--- src/rtl/pe_psum_drain.sv ---
// Receive end of the systolic array: de-skews the last-row partial sums into
// an N x N tile and streams it out as packed 32-bit words over valid/ready.
module pe_psum_drain #(
   parameter int num_cols_p   = 4,
   parameter int psum_width_p = 16
) (
   input  logic                               clk_i,
   input  logic                               reset,
   input  logic                               start_i,
   input  logic [num_cols_p*psum_width_p-1:0] psum_i,
   output logic                               v_o,
   output logic [31:0]                        data_o,
   input  logic                               ready_i,
   output logic                               busy_o,
   output logic                               done_o,
   output logic                               error_o
);

   localparam int N  = num_cols_p;
   localparam int HP = N / 2;
   localparam int NW = N * N / 2;
   localparam int CW = $clog2(2 * N);
   localparam int WW = $clog2(NW);

   typedef enum logic [1:0] {
      S_IDLE,
      S_CAPTURE,
      S_SEND
   } state_t;

   state_t                  r_state;
   state_t                  w_state_nx;
   logic [CW-1:0]           r_cnt;
   logic [WW-1:0]           r_w;
   logic                    r_done;
   logic                    r_err;
   logic [psum_width_p-1:0] r_buf [N][N];

   logic                    w_xfer;
   logic                    w_last;
   logic                    w_cap;
   logic [CW-1:0]           w_c;
   logic [31:0]             w_data;

   assign v_o     = (r_state == S_SEND);
   assign busy_o  = (r_state != S_IDLE);
   assign done_o  = r_done;
   assign error_o = r_err;
   assign w_xfer  = v_o & ready_i;
   assign w_last  = (r_w == WW'(NW - 1));

   // Capture cycle 0 is the start edge itself, before the counter is loaded.
   assign w_cap = ((r_state == S_IDLE) & start_i) | (r_state == S_CAPTURE);
   assign w_c   = (r_state == S_IDLE) ? '0 : r_cnt;

   always_comb begin
      w_state_nx = r_state;
      case (r_state)
         S_IDLE:    if (start_i) w_state_nx = S_CAPTURE;
         S_CAPTURE: if (r_cnt == CW'(2 * N - 2)) w_state_nx = S_SEND;
         S_SEND:    if (w_xfer && w_last) w_state_nx = S_IDLE;
         default:   w_state_nx = S_IDLE;
      endcase
   end

   always_ff @(posedge clk_i) begin
      if (reset) begin
         r_state <= S_IDLE;
         r_cnt   <= '0;
         r_w     <= '0;
         r_done  <= 1'b0;
         r_err   <= 1'b0;
      end else begin
         r_state <= w_state_nx;
         r_done  <= w_xfer & w_last;
         if (start_i && r_state != S_IDLE) r_err <= 1'b1;
         if (r_state == S_IDLE && start_i) r_cnt <= CW'(1);
         else if (r_state == S_CAPTURE) r_cnt <= r_cnt + CW'(1);
         if (r_state == S_CAPTURE) r_w <= '0;
         else if (w_xfer) r_w <= r_w + WW'(1);
      end
   end

   // Column j holds row (c - j) during capture cycle c.
   always_ff @(posedge clk_i) begin
      for (int r = 0; r < N; r++) begin
         for (int j = 0; j < N; j++) begin
            if (w_cap && int'(w_c) == r + j)
               r_buf[r][j] <= psum_i[psum_width_p*j +: psum_width_p];
         end
      end
   end

   always_comb begin
      w_data = '0;
      for (int r = 0; r < N; r++) begin
         for (int k = 0; k < HP; k++) begin
            if (int'(r_w) == r * HP + k)
               w_data = {r_buf[r][2*k], r_buf[r][2*k+1]};
         end
      end
   end

   assign data_o = v_o ? w_data : 32'h0;

endmodule

--- config.mk ---
export PLATFORM = sky130hd
export DESIGN_NAME = pe_psum_drain
export DESIGN_NICKNAME = d
export VERILOG_FILES = /design/src/rtl/pe_psum_drain.sv
export SDC_FILE = /design/constraint.sdc
export NUM_CORES = 1
export LEC_CHECK = 0
export CAP_MARGIN = 20
export CORE_AREA = 2 2 146 205
export DETAILED_ROUTE_END_ITERATION = 16
export DIE_AREA = 0 0 148 207
export GPL_TIMING_DRIVEN = 0
export PLACE_DENSITY = 0.65
export SYNTH_ARGS = -nofsm -noshare
export SYNTH_HDL_FRONTEND = slang
export SYNTH_SLANG_ARGS = --single-unit
--- constraint.sdc ---
create_clock -name clk_i -period 5.2 [get_ports clk_i]
set_input_delay 1.56 -clock clk_i [delete_from_list [all_inputs] [get_ports clk_i]]
set_output_delay 1.56 -clock clk_i [all_outputs]
set_load 0.03 [all_outputs]
# Word level (Yosys, flattened, before mapping)
# Memories as Yosys holds them, arrays and structs flattened.
# Index checks and enable logic that the tools add are counted.
# word_totals
register_bits,10
ram_bits,256
word_cells,81
mem_count,1
# op_classes
add_sub_neg,2
n_eq_ne,20
mux,30
n_bitwise,4
n_reduce_logical,18
# memory_table
name,depth,word_bits,read_ports,rd_clocked_by_memory_dff,wr,line,rtl
r_buf,4,64,4,0,4,37,logic [psum_width_p-1:0] r_buf [N][N];
# ops
op,count
2-to-1 mux 32 bit,9
equality test 3 bit (second input constant),10
2-to-1 mux 1 bit,16
equality test 3 x 2 -> 1 bit (second input constant),4
logical AND 1 bit,10
adder 3 x 1 -> 3 bit (second input constant),2
zero test 3 bit,2
2-to-1 mux 2 bit,3
one-hot mux 2 bit (3 select lines),1
inequality test 2 bit (second input constant),2
nonzero test 2 bit,2
OR reduction 2 bit,2
AND 1 bit,3
equality test 3 x 1 -> 1 bit (second input constant),1
2-to-1 mux 3 bit,1
AND reduction 3 bit,1
equality test 2 x 1 -> 1 bit (second input constant),1
equality test 2 bit (second input constant),1
zero test 2 bit,1
inequality test 2 x 1 -> 1 bit (second input constant),1
OR 1 bit,1

# Longest topological paths before layout
# Gate-level depths: netlist (run 1).
# depth
ltp_word,10
mapped_depth,10

# Worst setup path before layout (run 1)
# Ideal clock, no wire load.
# synth_path
path_type,register to register
startpoint,reg r_state[0]
endpoint,"mem r_buf[0][100] (netlist name), enable pin"
t_arrival_ns,4.004
slack_ns,0.683
stages_incl_launch_ff,5
n_path_buf,0
synth_period_minus_slack_ns,4.517
cell_sequence,dfxtp_1 inv_1 nor2_1 nand2_1 nor3_1
# synth_lines
element,line,rtl
"start, declared",31,state_t r_state;
"start signal, assigned",74,r_state <= w_state_nx;
"end, declared",37,

# Worst setup path in the final report (run 1)
# layout_path
startpoint,reg r_w[0]
endpoint,out data_o[27]
# layout_via
elab_chain_cells,10
elab_cells_between_ends,17
classes_between,7 x eq/ne; 9 x mux; 1 x reduce/logical
# layout_rtl
element,line,rtl
"start, declared",34,logic [WW-1:0] r_w;
"start signal, assigned",80,else if (w_xfer) r_w <= r_w + WW'(1);
zero test 3 bit,98,if (int'(r_w) == r * HP + k)
2-to-1 mux 32 bit (7 in a row),98,
2-to-1 mux 32 bit *,98,
2-to-1 mux 32 bit *,104,assign data_o = v_o ? w_data : 32'h0;
"end, declared",12,"output logic [31:0] data_o,"
# Mark *: on every way between the ends. The rest lies on a longest branch, timed or not.

==> results of run 1 <==
how the worst min path moves through the flow:
stage | start | slack, ns | to
finish | error_o | 0.48 | error_o
floorplan | r_w[1] | 0.52 | r_w[1]
global placement | error_o | 0.45 | error_o
global route | error_o | 0.52 | error_o
CTS | error_o | 0.49 | error_o
detailed placement | error_o | 0.47 | error_o
cell usage in the layout, fill, tap and decap left out, types with 6 or more instances in the layout:
cell,synthesis,routed
a21oi_1,36,36
a221oi_1,19,19
a221oi_2,12,12
a31oi_1,64,64
buf_2,28,26
buf_6,3,20
clkbuf_1,34,36
clkbuf_16,0,25
clkdlybuf4s50_1,0,97
clkinv_1,1,7
clkinv_2,0,6
dfxtp_1,10,10
edfxtp_1,256,256
ha_1,8,8
inv_1,37,37
nand2_1,100,100
nor2_1,110,107
nor2b_1,34,34
o211ai_1,63,63
o21ai_0,63,63
Yosys cell counts, drive strengths merged, types with 2 or more instances:
master,n,area share
dfxtp,10,0.018
buf,38,0.019
nand3b,2,0.0013
a221oi,31,0.030
a22oi,4,0.0026
inv,37,0.012
o211ai,63,0.042
nor3b,2,0.0013
a31oi,64,0.035
nand3,2,0.00088
clkbuf,34,0.011
a21oi,36,0.016
nand2b,3,0.0016
edfxtp,256,0.68
nor2b,34,0.019
ha,8,0.0088
nor2,110,0.036
nand2,100,0.033
o21ai,67,0.029
nor3,4,0.0018
through the flow:
stage | instance area, um^2 | std cells | hold slack [ns]
2_1_floorplan | 11400 | 914 | 0.518
3_3_place_gp | 12900 | 1396 | 0.451
3_5_place_dp | 13200 | 1420 | 0.475
4_1_cts | 14000 | 1464 | 0.486
5_1_grt | 14000 | 1464 | 0.521
6_report | 14000 | 1464 | 0.481
report_power, final:
group / internal (uW) / leakage [uW] / total [uW] / switching, uW
registers: 2380 / 0.00240 / 2390 / 10.4
clock network: 985 / 0.000389 / 1760 / 780
logic: 73.8 / 0.00187 / 153 / 79.0
total: 3440 / 0.00466 / 4310 / 869
per-layer routing:
layer | vias to the layer above | wire [um]
met4 | 0 | 1020
met2 | 383 | 17100
met5 | - | 0
li1 | 3716 | -
met3 | 66 | 2190
met1 | 4036 | 12400
state kept, by name (all words and copies together), names as in the netlist:
| signal | cells |
|---|---|
| r_buf | 256 |
| r_cnt | 3 |
| r_w | 3 |
| r_state | 2 |
| done_o | 1 |
| error_o | 1 |
worst max-delay path, stage by stage, from the launching register on:
cell,delay [ns]
dfxtp_1,0.35
ha_1,0.24
ha_1,0.18
clkbuf_1,0.22
inv_1,0.21
clkbuf_1,0.52
o21ai_0,0.25
a31oi_1,0.34
clkdlybuf4s50_1,0.74
kinds of logic (layout without fill, tap and decap cells):
family | after synthesis | count (layout) | synth area share
simple gates | 259 | 259 | 0.0960
mux | 1 | 1 | 0.000989
buf+inv | 110 | 280 | 0.0423
fa+ha+maj | 8 | 8 | 0.00880
flops | 266 | 266 | 0.693
compound gates | 270 | 270 | 0.159
layout make-up:
| cell class | instances | area, um^2 | share of cell area |
|---|---|---|---|
| inverters | 38 | 145 | 0.0103 |
| plain buffers | 71 | 342 | 0.0243 |
| clock buffers | 28 | 637 | 0.0454 |
| flip-flops and latches | 266 | 7890 | 0.562 |
| repair buffers | 126 | 1360 | 0.0967 |
| well taps | 380 | 475 | 0.0339 |
| clock inverters | 17 | 145 | 0.0103 |
| multi-input cells | 538 | 3040 | 0.217 |
==> flow_summary.json, run 1 <==
{
  "maxCapViolations": 0,
  "ctsResizeCount": 2,
  "use_met1": 0.254,
  "gp_congestion": 0.836,
  "top_usage_layer": "met2",
  "postCtsSetupBuffers": 0,
  "drt_iter0_drc": 856,
  "antenna_found_initial": 0,
  "critical_path_class": "flop to output pin",
  "h-tree-depth": 1,
  "clkLatencyLatePin_ns": 0.54,
  "grt_max_degree": 21,
  "fmax_mhz": 195,
  "cts.clk_slew.worst_paths_ns": 0.07,
  "rr_startpoint": "r_cnt[2]",
  "dieHeight_um": 207,
  "reg2reg_depth": 8,
  "cts_tree": "yes",
  "use_met3": 0.0269,
  "grt_pass1_wl_um": 48600,
  "status": "finished clean",
  "synth_top_flop_cell": "edfxtp_1",
  "pre_cts_ws_ns": 0.255,
  "core_um2": 28900,
  "worst_slew_pin_slew_ns": 0.788,
  "cp-endpoint": "data_o[27]",
  "cts_hold_buf": 0,
  "cts-buffers-inserted": 25,
  "crit_arrival_ns": 3.57,
  "cts.sinks": 266,
  "synthArstFlopShare": 0,
  "wl_per_cell_um": 22.3,
  "crit_required_ns": 3.64,
  "dieArea_um2": 30600,
  "slew_viol_final": 0,
  "startpoint": "r_w[0]",
  "fin_crit_sh": 0.987,
  "synth-edff-count": 256,
  "area_delta_synth_final_pct": 23.3,
  "synth_area_per_cell_um2": 12.5,
  "overflow": 0,
  "dr.pass1.iters": 5,
  "leakagePower_uw": 0.00466,
  "vdd_ir_drop_max_uv": 243,
  "synth_area_um2": 11400,
  "r2r_slack_ns": 2.68,
  "total_power_uw": 4310,
  "fill_cells": 2587,
  "yosysSeqAreaShare": 0.693,
  "clockBufferDepth": 3,
  "hold_violations": 0,
  "finish.utilization": 0.486,
  "cp_max_fo": 10,
  "grt_util_met2": 0.371,
  "hold_class": "flop to flop",
  "antenna_left": 0,
  "root_buffer": "clkbuf_16",
  "ys_warn_count": 0,
  "finalWorstSetupSlack_ns": 0.0679,
  "die_w_um": 148,
  "start_util": 0.394,
  "rsz0062_at_grt": "false",
  "synthCells": 914,
  "n_antenna_cell": 0,
  "drive_above_1_share": 0.107,
  "setup_tns_ns": 0,
  "numPortBuffers": 102,
  "fin_skew_ns": 0.0190,
  "drt-total-wl_um": 32700,
  "row_count": 74,
  "grt_pass1_vias": 8367,
  "viasPerCell": 5.60,
  "synth.net_count": 990,
  "hold_depth": 2,
  "end_kind": "output pin",
  "dp_hpwl_um": 22200,
  "reg2reg_to": "r_buf[1][18]",
  "fin_nets": 1142,
  "synth_cell_types": 34,
  "vias": 8201,
  "slew_headroom": 0.472,
  "io_pins": 104,
  "ys_seq_elements": 266,
  "setup_viol": 0,
  "grt_use_total": 0.209,
  "start_kind": "flop",
  "post-route-min-period_ns": 5.13,
  "drc_errors": 0,
  "cellPowerDensity_nw_per_um2": 307
}
Note: power is estimated with default switching activity, not from simulation.
==> inputs of run 2 (changes only) <==
--- a/config.mk
+++ b/config.mk
@@ -6,11 +6,14 @@
 export NUM_CORES = 1
 export LEC_CHECK = 0
 export CAP_MARGIN = 20
+export CELL_PAD_IN_SITES_DETAIL_PLACEMENT = 0
+export CELL_PAD_IN_SITES_GLOBAL_PLACEMENT = 1
 export CORE_AREA = 2 2 146 205
 export DETAILED_ROUTE_END_ITERATION = 16
 export DIE_AREA = 0 0 148 207
 export GPL_TIMING_DRIVEN = 0
-export PLACE_DENSITY = 0.65
+export PLACE_DENSITY = 0.76
+export SLEW_MARGIN = 20
 export SYNTH_ARGS = -nofsm -noshare
 export SYNTH_HDL_FRONTEND = slang
 export SYNTH_SLANG_ARGS = --single-unit
==> run 2 against run 1 <==
Final cell count is 0.48% higher; first-iteration DRC count is 5.8% lower; clock skew is 0.0047 ns higher; sequential power hardly changed; clock power is 8% higher; non-clock buffer count is 2 higher; critical endpoint is now data_o[2]; highest routed layer unchanged.
==> flow_summary.json, run 2 (synthesis gave the netlist of run 1 again) <==
{
  "drt-total-wl_um": 34500,
  "cp_max_fo": 10,
  "n_antenna_cell": 0,
  "total_power_uw": 4450,
  "slew_viol_final": 0,
  "row_count": 74,
  "setup_viol": 0,
  "vias": 8282,
  "maxCapViolations": 0,
  "fin_skew_ns": 0.0237,
  "final_common_cell": "edfxtp_1",
  "grt_pass1_wl_um": 50500,
  "post-route-min-period_ns": 5.05,
  "fin_crit_sh": 0.971,
  "leakagePower_uw": 0.00476,
  "setup_tns_ns": 0,
  "dr.pass1.iters": 5,
  "largest_reg_flops": 256,
  "path_cells": "buf_2, clkinvlp_4, clkbuf_4, ha_1, buf_4, buf_2, a221oi_1, o211ai_1, a31oi_1, dlygate4sd2_1",
  "rsz0062_at_grt": "false",
  "drive_above_1_share": 0.124,
  "start_util": 0.394,
  "dp.cells": 1421,
  "dieHeight_um": 207,
  "cts.sinks": 266,
  "worst_slew_pin_slew_ns": 0.791,
  "die_w_um": 148,
  "h-tree-depth": 1,
  "largestRegisters": "r_buf (256), r_cnt (3), r_w (3)",
  "crit_arrival_ns": 3.49,
  "grt_max_degree": 22,
  "reg2reg_depth": 7,
  "top_register": "r_buf",
  "antenna_found_initial": 0,
  "clkLatencyLatePin_ns": 0.55,
  "slew_headroom": 0.472,
  "overflow": 0,
  "core_um2": 28900,
  "wl_per_cell_um": 23.5,
  "crit_required_ns": 3.64,
  "max_stage_delay_ns": 0.43,
  "status": "finished clean",
  "grt_use_total": 0.220,
  "fin_nets": 1146,
  "clockBufferDepth": 3,
  "hold_violations": 0,
  "cts.clk_slew.worst_paths_ns": 0.06,
  "area_delta_synth_final_pct": 23.0,
  "io_pins": 104,
  "critPathSlowestCell": "dlygate4sd2_1",
  "fmax_mhz": 198,
  "root_buffer": "clkbuf_16",
  "grt_pass1_vias": 8347,
  "mostFrequentLayoutCells": "edfxtp_1, nor2_1, nand2_1",
  "end_kind": "output pin",
  "cp-endpoint": "data_o[2]",
  "cellPowerDensity_nw_per_um2": 318,
  "reg2reg_to": "r_buf[1][48]",
  "fin_cells": 1471,
  "startpoint": "r_w[2]",
  "hold_class": "flop to flop",
  "drt_iter0_drc": 806,
  "cts_hold_buf": 0,
  "numPortBuffers": 102,
  "drc_errors": 0,
  "cts-buffers-inserted": 27,
  "vdd_ir_drop_max_uv": 219,
  "dp_hpwl_um": 22900,
  "gp_congestion": 0.795,
  "dieArea_um2": 30600,
  "cts_tree": "yes",
  "critical_path.most_common_cell": "buf_2",
  "start_kind": "flop",
  "critical_path_class": "flop to output pin",
  "viasPerCell": 5.63,
  "r2r_slack_ns": 2.52,
  "rr_startpoint": "r_state[1]",
  "antenna_left": 0
}
## run 2: worst max-delay path, delay by kind of cell, from the launching register on
family	cells	cell delay [ns]
AO/OA/AOI/OAI	3	0.72
adder cells (fa/ha/maj)	1	0.27
buffers and inverters	6	1.62
flip-flops	1	0.33
## run 2: worst min-delay path by stage
stage | startpoint | to | slack (ns) | depth (start not counted)
floorplan | r_w[1] | r_w[1] | 0.52 | 2
global placement | error_o | error_o | 0.45 | 2
detailed placement | error_o | error_o | 0.47 | 2
CTS | error_o | error_o | 0.49 | 2
global route | error_o | error_o | 0.52 | 2
finish | error_o | error_o | 0.48 | 2
## run 2: stage by stage
step,hold WS [ns],setup WS [ns],area [um^2],util
finish,0.478,0.151,14000,0.484
global route,0.521,0.0549,14000,0.484
CTS,0.485,0.0150,14000,0.485
detailed placement,0.471,0.139,13200,0.456
global placement,0.453,-2.45,12900,0.446
floorplan,0.518,0.683,11400,-
## run 2: report_power, final
part / leakage (uW) / internal [uW] / switching [uW]
Combinational: 0.00192 / 70.8 / 81.2
Sequential: 0.00240 / 2380 / 10.9
Clock: 0.000434 / 1100 / 809
## run 2: final cells by class
cell class | instances | area [um^2]
Multi-Input combinational cell | 538 | 3060
Clock buffer | 29 | 683
Buffer | 72 | 354
Tap cell | 380 | 475
Clock inverter | 21 | 176
Fill cell | 2593 | 14900
Timing Repair Buffer | 127 | 1210
Inverter | 38 | 146
Sequential cell | 266 | 7890
## run 2: repair_timing
action,CTS,global route
gates resized for setup,41,22
buffers inserted,0,0
cloned,0,0
endpoints found under the setup margin,32,12
## run 2: layer usage
layer	global-route usage	vias up	share of wire
met4	0.101	0	0.041
met2	0.382	382	0.51
met5	0	-	0
met3	0.0236	92	0.064
li1	-	3726	-
met1	0.275	4082	0.39
==> inputs of run 3 (changes only) <==
--- a/config.mk
+++ b/config.mk
@@ -9,6 +9,7 @@
 export CELL_PAD_IN_SITES_DETAIL_PLACEMENT = 0
 export CELL_PAD_IN_SITES_GLOBAL_PLACEMENT = 1
 export CORE_AREA = 2 2 146 205
+export CTS_CLUSTER_DIAMETER = 30
 export DETAILED_ROUTE_END_ITERATION = 16
 export DIE_AREA = 0 0 148 207
 export GPL_TIMING_DRIVEN = 0
==> run 3 against run 2 <==
Critical path depth did not move; largest cell class unchanged; total power increased by 22%; routed wire length rose by 1.0%; core utilization increased by 2.2 points; clock power rose by 51%; combinational power barely moved; die area is the same; final cell count up 1.9%; sequential power barely moved; clock skew shrank 0.010 ns; worst hold slack got worse by 0.00086 ns; global-route usage is 0.54 points higher.
==> flow_summary.json, run 3 (synthesis gave the netlist of run 1 again) <==
{
  "wl_per_cell_um": 23.3,
  "overflow": 0,
  "fin_nets": 1162,
  "largest_reg_flops": 256,
  "area_delta_synth_final_pct": 28.5,
  "post-route-min-period_ns": 5.14,
  "postLayoutCellArea_um2": 14600,
  "critical_path_class": "flop to output pin",
  "rr_startpoint": "r_state[1]",
  "min_from": "error_o",
  "status": "finished clean",
  "leakagePower_uw": 0.00504,
  "dieHeight_um": 207,
  "grt_pass1_vias": 8636,
  "top_register": "r_buf",
  "antenna_left": 0,
  "hold_depth": 2,
  "grt_max_degree": 22,
  "core_um2": 28900,
  "clockBufferDepth": 3,
  "cts_tree": "yes",
  "root_buffer": "clkbuf_16",
  "n_antenna_cell": 0,
  "viasPerCell": 5.65,
  "slew_viol_final": 0,
  "p_int_uw": 4240,
  "fill_cells": 2531,
  "row_count": 74,
  "cts.clk_slew.worst_paths_ns": 0.06,
  "fin_skew_ns": 0.0136,
  "reg2reg_depth": 7,
  "mostFrequentLayoutCells": "edfxtp_1, nor2_1, nand2_1",
  "fmax_mhz": 195,
  "postCtsSetupBuffers": 0,
  "drt_iter0_drc": 755,
  "io_pins": 104,
  "drive_above_1_share": 0.145,
  "combPwrFrac": 0.028,
  "numPortBuffers": 102,
  "cts_hold_buf": 0,
  "maxCapViolations": 0,
  "clkLatencyLatePin_ns": 0.55,
  "drc_errors": 0,
  "gp_congestion": 0.795,
  "fin_crit_sh": 0.988,
  "vdd_ir_drop_max_uv": 250,
  "netSwitchingPower_uw": 1170,
  "final_common_cell": "edfxtp_1",
  "start_kind": "flop",
  "hold_class": "flop to flop",
  "crit_arrival_ns": 3.58,
  "hold_violations": 0,
  "min_to": "error_o",
  "clkPwrFrac": 0.529,
  "dieArea_um2": 30600,
  "cts.sinks": 266,
  "end_kind": "output pin",
  "placed_area_um2": 13200,
  "vias": 8465,
  "start_util": 0.394,
  "cts-buffers-inserted": 43,
  "r2r_slack_ns": 2.47,
  "slew_headroom": 0.451,
  "whs_ns": 0.477,
  "drt-total-wl_um": 34900,
  "die_w_um": 148,
  "grt_pass1_wl_um": 51500,
  "h-tree-depth": 2,
  "cp_max_fo": 10,
  "grt_use_total": 0.225,
  "setup_viol": 0,
  "dr.pass1.iters": 6,
  "largestRegisters": "r_buf (256), r_cnt (3), r_w (3)",
  "total_power_uw": 5410,
  "crit_required_ns": 3.64,
  "antenna_found_initial": 0,
  "dp_hpwl_um": 22900,
  "worst_slew_pin_slew_ns": 0.819,
  "swShare": 0.217,
  "rsz0062_at_grt": "false",
  "reg2reg_to": "r_buf[1][50]",
  "cellPowerDensity_nw_per_um2": 370,
  "p_seq_frac": 0.443
}
[run 3: stage by stage]
| stage | setup TNS, ns | util | std cells | worst slack, ns |
|---|---|---|---|---|
| 2_1_floorplan | 0 | - | 914 | 0.683 |
| 3_3_place_gp | -335.11 | 0.446 | 1396 | -2.45 |
| 3_5_place_dp | 0 | 0.456 | 1421 | 0.139 |
| 4_1_cts | 0 | 0.506 | 1499 | 0.0140 |
| 5_1_grt | 0 | 0.506 | 1499 | 0.00140 |
| 6_report | 0 | 0.506 | 1499 | 0.0616 |
[run 3: what timing repair did]
action	CTS	global route
gates cloned	0	0
hold endpoints to repair	0	0
endpoints found under the setup margin	32	10
resized for setup	41	16
[run 3: worst max-delay path by stage]
| stage | startpoint | endpoint | slack [ns] | cells past startpoint |
|---|---|---|---|---|
| finish | r_w[2] | data_o[27] | 0.06 | 10 |
| CTS | r_w[2] | data_o[31] | 0.01 | 11 |
| global route | r_w[2] | data_o[25] | 0.001 | 10 |
| global placement | r_state[1] | r_buf[0][18] | -2.45 | 4 |
| floorplan | r_state[0] | r_buf[0][100] | 0.68 | 4 |
| detailed placement | r_w[2] | data_o[1] | 0.14 | 10 |
[run 3: final cells by class]
class / instances / area, um^2 / share of cell area
sequential: 266 / 7890 / 0.539
timing repair buffer: 127 / 1240 / 0.0847
clock inverter: 34 / 368 / 0.0252
inverter: 38 / 143 / 0.00975
buffer: 72 / 354 / 0.0242
multi-input combinational: 538 / 3060 / 0.209
tap: 380 / 475 / 0.0325
clock buffer: 44 / 1100 / 0.0753
[run 3: power by group through the flow]
stage	Clock [uW]	Sequential, uW	Combinational [uW]
detailed placement	0	2440	152
global route	2990	2400	164
finish	2860	2400	152
CTS	2880	2400	152
global placement	0	2440	141
floorplan	0	2440	46.8
[run 3: critical path: stages (launching register included)]
cell,delay [ns]
dfxtp_1,0.33
buf_2,0.21
clkinv_1,0.28
clkbuf_4,0.33
ha_1,0.27
buf_4,0.20
buf_2,0.26
a221oi_2,0.30
o211ai_1,0.14
a31oi_1,0.30
clkdlybuf4s15_1,0.42
[run 3: layer usage]
metal	up-vias	wire, um	track usage
met4	0	1560	0.117
li1	3784	-	-
met1	4141	13100	0.272
met3	103	2420	0.0352
met5	-	0	0
met2	437	17800	0.387
